[src/rtl/fetch_ifid_stage.sv]
// Instruction-fetch stage and IF/ID pipeline register for the 5-stage MIPS core.
// Holds the PC, honours hazard-unit hold requests and ID redirects, and counts stalls/flushes.
module fetch_ifid_stage #(
   parameter logic [31:0] RESET_PC  = 32'h0000_0000,
   parameter logic [31:0] NOP_INSTR = 32'h0000_0000,
   parameter int          CNT_W     = 32
) (
   input  logic             clk,
   input  logic             reset,
   input  logic             pc_write,
   input  logic             ifid_write,
   input  logic             redirect,
   input  logic [31:0]      redirect_target,
   input  logic             imem_ready,
   input  logic [31:0]      imem_rdata,
   output logic [31:0]      imem_addr,
   output logic [31:0]      pc,
   output logic [31:0]      ifid_instr,
   output logic [31:0]      ifid_pc4,
   output logic             ifid_valid,
   output logic [CNT_W-1:0] stall_count,
   output logic [CNT_W-1:0] flush_count
);

   logic [31:0]      pcPlus4;
   logic [31:0]      alignedTarget;
   logic             stallSat;
   logic             flushSat;
   logic [CNT_W-1:0] cntOne;

   assign imem_addr     = pc;
   assign pcPlus4       = pc + 32'd4;
   assign alignedTarget = {redirect_target[31:2], 2'b00};
   assign stallSat      = &stall_count;
   assign flushSat      = &flush_count;
   assign cntOne        = CNT_W'(1);

   // A stalled redirect is deliberately dropped: ID re-asserts it once operands resolve.
   always_ff @(posedge clk) begin
      if (reset) begin
         pc          <= RESET_PC;
         ifid_instr  <= NOP_INSTR;
         ifid_pc4    <= 32'd0;
         ifid_valid  <= 1'b0;
         stall_count <= '0;
         flush_count <= '0;
      end else begin
         if (!pc_write) begin
            if (ifid_write) begin
               ifid_instr <= NOP_INSTR;
               ifid_pc4   <= 32'd0;
               ifid_valid <= 1'b0;
            end
         end else if (redirect) begin
            pc         <= alignedTarget;
            ifid_instr <= NOP_INSTR;
            ifid_pc4   <= 32'd0;
            ifid_valid <= 1'b0;
            if (!flushSat) begin
               flush_count <= flush_count + cntOne;
            end
         end else if (!imem_ready) begin
            if (ifid_write) begin
               ifid_instr <= NOP_INSTR;
               ifid_pc4   <= 32'd0;
               ifid_valid <= 1'b0;
            end
         end else begin
            pc <= pcPlus4;
            if (ifid_write) begin
               ifid_instr <= imem_rdata;
               ifid_pc4   <= pcPlus4;
               ifid_valid <= 1'b1;
            end
         end

         if (!pc_write && !stallSat) begin
            stall_count <= stall_count + cntOne;
         end
      end
   end

endmodule

[config.mk]
export PLATFORM = sky130hd
export DESIGN_NAME = fetch_ifid_stage
export DESIGN_NICKNAME = d
export VERILOG_FILES = /design/src/rtl/fetch_ifid_stage.sv
export SDC_FILE = /design/constraint.sdc
export NUM_CORES = 1
export LEC_CHECK = 0
export BUFFER_PORTS_ARGS = -buffer_cell sky130_fd_sc_hd__buf_2
export CORE_UTILIZATION = 51
export CTS_CLUSTER_DIAMETER = 100
export CTS_CLUSTER_SIZE = 16
export DETAILED_ROUTE_END_ITERATION = 8
export PLACE_DENSITY = 0.81
export SYNTH_ARGS = -nofsm -noshare
export SYNTH_HDL_FRONTEND = slang
export SYNTH_SLANG_ARGS = --single-unit
[constraint.sdc]
create_clock -name clk -period 2.9 [get_ports clk]
set_clock_uncertainty 0.2 [all_clocks]
set_input_delay 0.435 -clock clk [delete_from_list [all_inputs] [get_ports clk]]
set_output_delay 0.435 -clock clk [all_outputs]
set_load 0.02 [all_outputs]
==> Flow_metrics.wiki <==
{| class="wikitable"
! Metric !! Value
|-
| Levels on crit path || 7
|-
| Post-synthesis register bit count || about 160
|-
| Layout filler cell count || ~1,300
|-
| CTS tree || yes
|-
| Final Max Slew Viols || 0
|-
| Reg-to-reg setup timing slack || ~420 ps
|-
| Cells along the critical path || ha_1 > and4_1 > nand4_1 > buf_4 > nor3_1 > o21ai_0 > a221oi_1
|-
| HPWL Detailed || 14,500 microns
|-
| Fraction of registers with async set/reset || 0%
|-
| Post-detailed-route wirelength per cell || roughly 16 microns
|-
| Hold EP || ifid_instr[7]
|-
| Yosys synthesis warning count || 0
|-
| Maximum number of buffers from clock root to sink || 2
|-
| Maximum frequency from static timing analysis || 404 MHz
|-
| Starting density of the core || between 50 and 60%
|-
| Family with the most delay on the worst path || simple AND/OR/NAND/NOR gates
|-
| Worst hold path type || input pin to flop
|-
| PD cells || 526 nW/um^2
|-
| Insertion delay to the later sink of the worst-skew pair || ~420 ps
|-
| Clock transition at the register clock pins on the worst setup and hold paths after CTS || about 60 ps
|-
| Max-capacitance violation count || 0
|-
| Fraction of the core area covered by cells at the end of the flow || between 60 and 70%
|-
| Number of flops mapped to enable cells by yosys || 0
|-
| Number of non-filler instances in the completed layout || approximately 1,300
|-
| Fraction of final layout cells sized beyond drive strength 1 || about 29%
|-
| Count of nets left with antenna violations after detail routing || 0
|-
| Pin slew with the least headroom to its limit || approximately 690 ps
|-
| Pin count of the biggest net entering global routing || a little over 90
|-
| Endpoint of the lowest-slack register-to-register path || imem_addr[22]
|-
| Internal power of the cells || 3.89 mW
|-
| DR vias/cell || just under 6
|-
| CTS resizes || 0
|-
| Unrepaired setup endpoints after global routing || false
|-
| Worst hold path depth || 3
|-
| Sw frac || 24.1%
|-
| Power consumption || ~5.1 mW
|-
| Placeable core area || between 15,000 and 20,000 sq um
|-
| Cell at the root of the clock tree || sky130_fd_sc_hd__clkbuf_16
|-
| Global route overflow || 0
|-
| Flop pwr share || between 40% and 50%
|-
| H-tree depth reported by CTS || 4
|-
| Slowest library cell on the worst path || sky130_fd_sc_hd__dfxtp_1
|-
| Post-CTS setup buffer count || 0
|-
| Sequential area share after synthesis || roughly two fifths
|-
| Path depth of the worst reg2reg path || 7
|-
| Vias in the first global route || just under 7,000
|-
| Arrival time of the worst setup path || about 2600 ps
|-
| Ant diodes || 0
|-
| Global-route usage over all layers || between 20% and 30%
|-
| Startpoint of the most critical register-to-register path || imem_addr[2]
|-
| Number of placed instances, taps included || between 1,000 and 1,500
|-
| Proportion of power drawn by the clock network || between 40 and 50%
|-
| CTS Sinks || between 150 and 200
|-
| Worst Path Required || 3020 ps
|-
| Global-route wire length before repair || between 30,000 and 40,000 microns
|-
| Final setup violation count || 0
|-
| Detailed router's first-iteration violation count || between 700 and 800
|-
| Distinct cell type count of the synthesized netlist || 60
|-
| Number of placement rows || 45
|-
| Die outline height || about 130 microns
|-
| Area of combinational cells with multiple inputs || about 4100 sq um
|-
| Initial antenna violation count || 0
|-
| Endpoints failing hold || 0
|-
| Width of the die || roughly 130 microns
|-
| Final routed wirelength across all metal layers || between 20,000 and 25,000 microns
|-
| Max transition margin || about 54%
|-
| Share of total power in combinational logic || around 8.8%
|-
| Remaining design rule violation count || 0
|-
| Number of buffers created by CTS || 17
|-
| Detailed-route via count || approximately 7,900
|-
| Max Fanout on Critical Path || 8
|-
| Largest stage delay on the critical path || approximately 450 ps
|-
| Outcome || complete, no violations
|-
| Die outline area || about 16,000 sq um
|-
| Post-synthesis cell area || about 7900 sq um
|-
| Area growth from synthesis to final layout || 23.3%
|-
| Final Wtd Congestion || 0.880
|-
| Sequential cell area || roughly 3200 sq um
|-
| Average footprint of a synthesized cell || 8.34 sq um
|-
| Hold Path Origin || imem_rdata[7]
|-
| Sum of negative setup slack || 0 ps
|-
| Nets || 1,221
|-
| Share of the clock period used by the worst path after layout || a little under nine tenths
|-
| Peak VDD IR || ~0.00043 V
|-
| Post-route design area || between 9000 and 10,000 sq um
|-
| Most common cell after layout, fill and taps aside || sky130_fd_sc_hd__buf_2
|-
| Placed cell area || between 9000 and 10,000 sq um
|-
| Top-level I/O count || 263
|-
| Most used flip-flop cell after synthesis || sky130_fd_sc_hd__dfxtp_1
|-
| Critical path buffers and inverters || 1
|-
| Count of input and output buffers || ~260
|-
| Power spent charging and discharging nets || roughly 1.2 mW
|-
| Final critical delay including setup and external delays || about 2500 ps
|-
| Number of buffers inserted for hold repair after clock tree synthesis || 0
|-
| Number of iterations in the first detailed-routing pass || 5
|-
| Capturing element type of the critical path || flop
|-
| Element type at the critical path start || flop
|-
| Post-synthesis cell count || ~950
|-
| Reported leakage power || around 4.2 nW
|-
| Critical setup path kind || flop to flop
|-
| Leading cell types in the layout, fill and taps excluded || sky130_fd_sc_hd__buf_2 (255), sky130_fd_sc_hd__dfxtp_1 (159), sky130_fd_sc_hd__nor2_1 (106)
|}
## flip-flops by register name, indices dropped and copies added (netlist names)
name and count:
flush_count 32, ifid_instr 32, ifid_pc4 32, ifid_valid 1, imem_addr 30, stall_count 32
## layer usage
layer	up-vias	track usage (%)	share of wire (%)	routed length, microns
met5	-	0	0	0
met4	0	9.64	1.8	374
met3	29	6.37	7.8	1650
met2	347	41.3	45	9640
met1	3676	34.8	45	9560
li1	3849	-	-	-
## synthesized netlist by cell type (3+ instances only)
cell | number | area [sq um]
sky130_fd_sc_hd__a211oi_1 | 15 | 113
sky130_fd_sc_hd__a21oi_1 | 50 | 250
sky130_fd_sc_hd__a221oi_1 | 3 | 26.3
sky130_fd_sc_hd__a22o_1 | 24 | 210
sky130_fd_sc_hd__a22oi_1 | 46 | 345
sky130_fd_sc_hd__a31oi_1 | 19 | 119
sky130_fd_sc_hd__a32o_1 | 3 | 30.0
sky130_fd_sc_hd__and2_1 | 6 | 37.5
sky130_fd_sc_hd__and3_1 | 17 | 106
sky130_fd_sc_hd__and4_1 | 13 | 114
sky130_fd_sc_hd__buf_2 | 10 | 50.1
sky130_fd_sc_hd__buf_4 | 40 | 300
sky130_fd_sc_hd__clkbuf_1 | 53 | 199
sky130_fd_sc_hd__dfxtp_1 | 159 | 3180
sky130_fd_sc_hd__ha_1 | 3 | 37.5
sky130_fd_sc_hd__inv_1 | 17 | 63.8
sky130_fd_sc_hd__mux2i_1 | 3 | 30.0
sky130_fd_sc_hd__nand2_1 | 59 | 221
sky130_fd_sc_hd__nand2b_1 | 3 | 18.8
sky130_fd_sc_hd__nand3_1 | 33 | 165
sky130_fd_sc_hd__nand3b_1 | 4 | 30.0
sky130_fd_sc_hd__nand4_1 | 29 | 181
sky130_fd_sc_hd__nand4b_1 | 3 | 26.3
sky130_fd_sc_hd__nor2_1 | 106 | 398
sky130_fd_sc_hd__nor3_1 | 33 | 165
sky130_fd_sc_hd__nor4_1 | 11 | 68.8
sky130_fd_sc_hd__nor4b_1 | 3 | 26.3
sky130_fd_sc_hd__o211ai_1 | 4 | 30.0
sky130_fd_sc_hd__o21ai_0 | 38 | 190
sky130_fd_sc_hd__o21ai_1 | 3 | 15.0
sky130_fd_sc_hd__o31ai_1 | 5 | 37.5
sky130_fd_sc_hd__o41ai_1 | 4 | 35.0
sky130_fd_sc_hd__or3_1 | 30 | 188
sky130_fd_sc_hd__or3b_2 | 7 | 61.3
sky130_fd_sc_hd__or4_1 | 6 | 45.0
sky130_fd_sc_hd__xnor2_1 | 37 | 324
sky130_fd_sc_hd__xor2_1 | 20 | 175
## worst max path at each step
stage	from	to	slack [ps]
finish	imem_addr[2]	imem_addr[22]	420
global placement	imem_addr[2]	ifid_pc4[30]	540
detailed placement	imem_addr[2]	ifid_pc4[30]	470
global route	imem_addr[2]	imem_addr[22]	280
CTS	imem_addr[2]	imem_addr[22]	470
floorplan	imem_addr[2]	imem_addr[26]	520
## cells by family (layout without fill, tap and decap cells)
group                      count (synthesis)  in the layout  share of synthesized area [%]
DFF                                      159            159                           40.3
and+or+nand+nor                          376            376                           25.3
AOI/OAI and AO/OA                        227            227                           19.3
muxes                                      3              3                          0.380
xor gates and xnor gates                  57             57                           6.32
buffers and inverters                    121            329                           7.83
other                                      1              4                         0.0475
adders and majority gates                  3              3                          0.475
## worst reg2reg max path, cell delays in order, from the launching register on
cell	delay [ps]
sky130_fd_sc_hd__dfxtp_1	450
sky130_fd_sc_hd__ha_1	210
sky130_fd_sc_hd__and4_1	250
sky130_fd_sc_hd__nand4_1	300
sky130_fd_sc_hd__buf_4	280
sky130_fd_sc_hd__nor3_1	320
sky130_fd_sc_hd__o21ai_0	140
sky130_fd_sc_hd__a221oi_1	240
## power by group through the flow
stage	registers, mW	clock network, mW	logic, mW
finish	2.29	2.38	0.452
global route	2.30	2.52	0.489
CTS	2.29	2.42	0.452
detailed placement	2.34	0	0.449
global placement	2.33	0	0.444
floorplan	2.36	0	0.281
## through the flow
stage          setup WS, ps  hold WS, ps
3_3_place_gp            536          256
2_1_floorplan           521          349
5_1_grt                 280         38.0
3_5_place_dp            473          261
6_report                424         48.7
4_1_cts                 467         29.8
## area by class of cell
cell class / instances / area share, %
clock inverters: 9 / 1.62
repair buffers: 283 / 15.4
clock buffers: 20 / 4.79
inverters: 17 / 0.656
flip-flops and latches: 159 / 32.7
multi-input cells: 670 / 42.4
well taps: 188 / 2.42
Power figures use the tool's default switching activity.
